<file path="config.mk">
export PLATFORM = sky130hd
export DESIGN_NAME = if_fetch_unit
export DESIGN_NICKNAME = d
export VERILOG_FILES = /design/src/rtl/if_fetch_unit.sv
export SDC_FILE = /design/constraint.sdc
export NUM_CORES = 1
export LEC_CHECK = 0
export BUFFER_PORTS_ARGS = -buffer_cell sky130_fd_sc_hd__buf_4
export CAP_MARGIN = 20
export CORE_ASPECT_RATIO = 0.5
export CORE_MARGIN = 10
export CORE_UTILIZATION = 55
export CTS_CLUSTER_DIAMETER = 80
export DETAILED_ROUTE_END_ITERATION = 8
export GPL_TIMING_DRIVEN = 0
export PLACE_DENSITY = 0.9
export SYNTH_ARGS = -nofsm -noshare
export SYNTH_HDL_FRONTEND = slang
export SYNTH_SLANG_ARGS = --single-unit
</file>
<file path="constraint.sdc">
create_clock -name clk -period 2.6 [get_ports clk]
set_clock_uncertainty 0.1 [all_clocks]
set_input_delay 0.52 -clock clk [delete_from_list [all_inputs] [get_ports clk]]
set_output_delay 0.52 -clock clk [all_outputs]
set_load 0.05 [all_outputs]
</file>
<file path="src/rtl/if_fetch_unit.sv">
// Instruction fetch stage: drives the instruction memory request and loads the IF/ID register.
// Handles wait states, ID-stage freeze through a one-entry hold buffer, and branch redirects that drain an outstanding request.
module if_fetch_unit (
    input  logic        clk,
    input  logic        rst,
    input  logic        freeze,
    input  logic        branch_taken,
    input  logic [31:0] branch_addr,
    output logic        imem_req,
    output logic [31:0] imem_addr,
    input  logic [31:0] imem_rdata,
    input  logic        imem_ready,
    output logic [31:0] pc_out,
    output logic [31:0] Instruction,
    output logic        if_valid
);

    localparam int unsigned XLEN = 32;

    localparam logic [1:0] FETCH = 2'd0;
    localparam logic [1:0] HOLD  = 2'd1;
    localparam logic [1:0] DRAIN = 2'd2;

    logic [1:0]      state, state_d;
    logic [XLEN-1:0] pc, pc_d;
    logic [XLEN-1:0] drain_addr, drain_addr_d;
    logic [XLEN-1:0] hold_instr, hold_instr_d;
    logic [XLEN-1:0] hold_pc, hold_pc_d;
    logic            hold_valid, hold_valid_d;
    logic [XLEN-1:0] pc_out_d, instr_d;
    logic            if_valid_d;
    logic [XLEN-1:0] pc_plus4;
    logic [XLEN-1:0] branch_target;
    logic            unused_branch_lsbs;

    // Redirect targets are forced word-aligned; the low bits carry no information.
    assign branch_target      = {branch_addr[XLEN-1:2], 2'b00};
    assign unused_branch_lsbs = ^branch_addr[1:0];
    assign pc_plus4           = pc + XLEN'(4);

    // While draining, the abandoned request keeps its address until memory completes it.
    assign imem_req  = ~rst & (state != HOLD);
    assign imem_addr = (state == DRAIN) ? drain_addr : pc;

    // State and IF/ID registers
    always_ff @(posedge clk) begin
        if (rst) begin
            state       <= FETCH;
            pc          <= '0;
            drain_addr  <= '0;
            hold_instr  <= '0;
            hold_pc     <= '0;
            hold_valid  <= 1'b0;
            pc_out      <= '0;
            Instruction <= '0;
            if_valid    <= 1'b0;
        end else begin
            state       <= state_d;
            pc          <= pc_d;
            drain_addr  <= drain_addr_d;
            hold_instr  <= hold_instr_d;
            hold_pc     <= hold_pc_d;
            hold_valid  <= hold_valid_d;
            pc_out      <= pc_out_d;
            Instruction <= instr_d;
            if_valid    <= if_valid_d;
        end
    end

    // Next-state and next IF/ID contents
    always_comb begin
        state_d      = state;
        pc_d         = pc;
        drain_addr_d = drain_addr;
        hold_instr_d = hold_instr;
        hold_pc_d    = hold_pc;
        hold_valid_d = hold_valid;
        pc_out_d     = pc_out;
        instr_d      = Instruction;
        if_valid_d   = if_valid;

        if (branch_taken) begin
            // Branch beats freeze: flush IF/ID, drop the buffer and any same-cycle data.
            pc_d         = branch_target;
            pc_out_d     = '0;
            instr_d      = '0;
            if_valid_d   = 1'b0;
            hold_valid_d = 1'b0;
            if (state == FETCH && !imem_ready) begin
                state_d      = DRAIN;
                drain_addr_d = pc;
            end else if (state == DRAIN && !imem_ready) begin
                state_d = DRAIN;
            end else begin
                state_d = FETCH;
            end
        end else begin
            case (state)
                FETCH: begin
                    if (imem_ready) begin
                        pc_d = pc_plus4;
                        if (freeze) begin
                            hold_instr_d = imem_rdata;
                            hold_pc_d    = pc_plus4;
                            hold_valid_d = 1'b1;
                            state_d      = HOLD;
                        end else begin
                            instr_d    = imem_rdata;
                            pc_out_d   = pc_plus4;
                            if_valid_d = 1'b1;
                        end
                    end else if (!freeze) begin
                        pc_out_d   = '0;
                        instr_d    = '0;
                        if_valid_d = 1'b0;
                    end
                end
                HOLD: begin
                    if (!freeze) begin
                        instr_d      = hold_instr;
                        pc_out_d     = hold_pc;
                        if_valid_d   = hold_valid;
                        hold_valid_d = 1'b0;
                        state_d      = FETCH;
                    end
                end
                DRAIN: begin
                    if (!freeze) begin
                        pc_out_d   = '0;
                        instr_d    = '0;
                        if_valid_d = 1'b0;
                    end
                    if (imem_ready) begin
                        state_d = FETCH;
                    end
                end
                default: begin
                    state_d = FETCH;
                end
            endcase
        end
    end

endmodule
</file>
==> impl_metrics.json <==
{
  "syn_area_per_cell_um2": 8.24,
  "swShare_pct": 32.1,
  "ir_drop_v": 0.000491,
  "drive_above_1_share_pct": 23.7,
  "final_common_cell": "dfxtp_1",
  "htreeDepth": 4,
  "switchingPower_uw": 2250,
  "total_power_uw": 7000,
  "ys_types": 63,
  "syn_area_um2": 8930,
  "dp_hpwl_mm": 22.2,
  "hold_viol": 0,
  "fin_crit_sh_pct": 100,
  "cts_root_buf": "clkbuf_16",
  "busiest_layer": "met2",
  "grt_util_met2_pct": 44.9,
  "seqPwrFrac_pct": 44.2,
  "p_int_uw": 4750,
  "synth_seq_area_share_pct": 42.6,
  "max_slew_margin_pct": 47.5,
  "violations": "setup timing",
  "critPathArrivalTime_ps": 2820,
  "ant_nets": 0,
  "synthArstFlopShare_pct": 0,
  "cap_violations": 0,
  "cp_top_family": "simple AND/OR/NAND/NOR gates",
  "numPortBuffers": 160,
  "globalRouteTotalUtil_pct": 26.1,
  "tightest_slew_ps": 785,
  "comb_power_share_pct": 18.5,
  "max_freq_ghz": 0.383,
  "worst_slack_ps": -8.03,
  "place_congestion": 0.936,
  "path_cells": "inv_1 > ha_2 > or4b_1 > a21oi_2 > nor2_4 > clkbuf_4 > a222oi_1 > nor2_1",
  "die_h_um": 110,
  "yosysWarnings": 0,
  "critPathBufInv": 2,
  "grt_max_degree": 21,
  "drv_slew": 0,
  "rsz0062_at_grt": "yes",
  "cts_setup_buffers": 0,
  "drt_iter0_drc": 940,
  "gr-total-overflow": 0,
  "hold_buffers": 0,
  "clock_latency_ps": 430,
  "p_clk_share_pct": 37.3,
  "wl_per_cell_um": 20.2,
  "fill_cells": 1213,
  "clkSlewWorstSetupHoldPaths_ps": 80,
  "routed_wirelength_mm": 30.3,
  "slowest_stage": "or4b_1",
  "antenna_found_initial": 0,
  "p_leak_uw": 0.00425,
  "grt_pass1_vias": 8668,
  "hp-class": "in -> reg",
  "dr_total_vias": 9146,
  "use_met3_pct": 5.18,
  "cts_max_path_buffers": 2,
  "cp_max_fo": 10,
  "layout_common_cells": "dfxtp_1, buf_4, nand2_1",
  "ys_ff_latch": 190,
  "drtPass1Iterations": 6,
  "tritoncts": "built",
  "synth_edf_count": 0,
  "synth-main-ff-cell": "dfxtp_1",
  "rows": 32,
  "syn_to_final_growth_pct": 24.6,
  "pwr_density_cell_nw_per_um2": 629,
  "final.min_clock_period_ps": 2610,
  "cts_sinks": 190,
  "pin_count": 167,
  "die_area_um2": 22000,
  "slowest_delay_ps": 540,
  "grt_pass1_wl_mm": 46.7,
  "nNetsFinal": 1336,
  "worstSetupPathType": "reg -> reg",
  "die_w_um": 200,
  "cp.required_ps": 2810,
  "use_met1_pct": 32.9,
  "core_um2": 15700,
  "hold-worst-slack_ps": 229,
  "endpoint_kind": "flip-flop",
  "drc": 0,
  "antennaDiodeCount": 0,
  "viasPerCell": 6.11,
  "status": "finished, violations left",
  "start_util_pct": 57.1,
  "cts_buffers": 17,
  "setup_viol_count_final": 1,
  "synth_cells": 1084,
  "start_kind": "flip-flop"
}
==> logic make-up after synthesis <==
logic type                 Yosys count  synth area share (%)
and+or+nand+nor                    409                  21.1
AOI/OAI and AO/OA                  272                  20.6
DFF                                190                  42.6
buffers and inverters              123                  5.88
xor gates and xnor gates            50                  4.90
muxes                               35                  4.36
adders and majority gates            4                 0.560
other                                1                0.0420
==> metrics by stage <==
step	instance area [µm²]	util (%)	setup TNS [ps]	worst slack (ps)	instances
2_1_floorplan	8940	-	0	238	1085
3_3_place_gp	10400	66.5	-5060	-348	1466
3_5_place_dp	10400	66.5	-7630	-331	1466
4_1_cts	11100	70.6	-79.9	-15.9	1497
5_1_grt	11100	71.1	-497	-122	1497
6_report	11100	71.1	-8.03	-8.03	1497
==> metal layers <==
metal	vias up	wire length (µm)
li1	4181	-
met1	4335	12400
met2	540	14200
met3	90	2860
met4	0	808
met5	-	0
==> final timing paths <==
kind                       start              to  slack [ps]  cells past startpoint
hold reg to reg   drain_addr[28]  drain_addr[28]         360                      2
hold / removal    imem_rdata[21]  hold_instr[21]         230                      3
setup / recovery        state[0]      pc_out[17]          -8                      8
setup reg to reg        state[0]      pc_out[17]          -8                      8
==> Yosys cell counts, types with 3 or more instances <==
library cell | instances | area [µm²]
dfxtp_1 | 190 | 3800
nand2_1 | 165 | 619
nor2_1 | 127 | 477
a21oi_1 | 84 | 420
clkbuf_1 | 81 | 304
a22oi_1 | 54 | 405
a211oi_1 | 38 | 285
a22o_1 | 34 | 298
xor2_1 | 34 | 298
mux2_2 | 31 | 349
buf_2 | 24 | 120
nand3_1 | 23 | 115
o21ai_0 | 22 | 110
nor3_1 | 19 | 95.1
nand4_1 | 17 | 106
xnor2_1 | 16 | 140
nor4_1 | 9 | 56.3
and3_1 | 8 | 50.1
buf_4 | 7 | 52.6
o211ai_1 | 7 | 52.6
o22ai_1 | 7 | 43.8
o32ai_1 | 6 | 52.6
inv_1 | 5 | 18.8
a222oi_1 | 4 | 40.0
and4_1 | 4 | 35.0
buf_1 | 4 | 15.0
ha_1 | 4 | 50.1
mux2i_1 | 4 | 40.0
or3_1 | 4 | 25.0
and2_1 | 3 | 18.8
nand2b_1 | 3 | 18.8
nor2b_1 | 3 | 18.8
nor4_2 | 3 | 37.5
o21bai_1 | 3 | 22.5
==> sequential cells by signal, summed over array words and instances (netlist names) <==
name         count
if_valid         1
state            2
hold_pc         30
hold_instr      32
hold_valid       1
Instruction     32
pc              30
drain_addr      30
pc_out          32
==> timing repair <==
item / in CTS / in global routing
gates resized for setup: 22 / 45
pin swaps: 0 / 1
setup endpoints to repair: 133 / 151
==> final cells by class <==
cell class              instances  area (µm²)  area share [%]
plain buffers                 116         558            5.01
well taps                     221         277            2.48
clock inverters                14         171            1.54
flip-flops and latches        190        3800            34.2
repair buffers                160        1200            10.8
inverters                       6        22.5           0.202
clock buffers                  18         429            3.86
multi-input cells             772        4670            41.9
==> worst min-delay path: cells and delay by family <==
family / cells / cell delay [ps]
AO/OA/AOI/OAI: 1 / 50
buffers and inverters: 1 / 110
AND/OR/NAND/NOR: 1 / 40
==> power by group through the flow <==
stage | Combinational, µW | Sequential [µW] | Clock (µW)
after floorplan | 739 | 3220 | 0
after global placement | 1210 | 3150 | 0
after detailed placement | 1230 | 3150 | 0
after CTS | 1250 | 3090 | 2600
after global routing | 1370 | 3100 | 2720
final | 1300 | 3090 | 2610
Power figures use the tool's default switching activity.
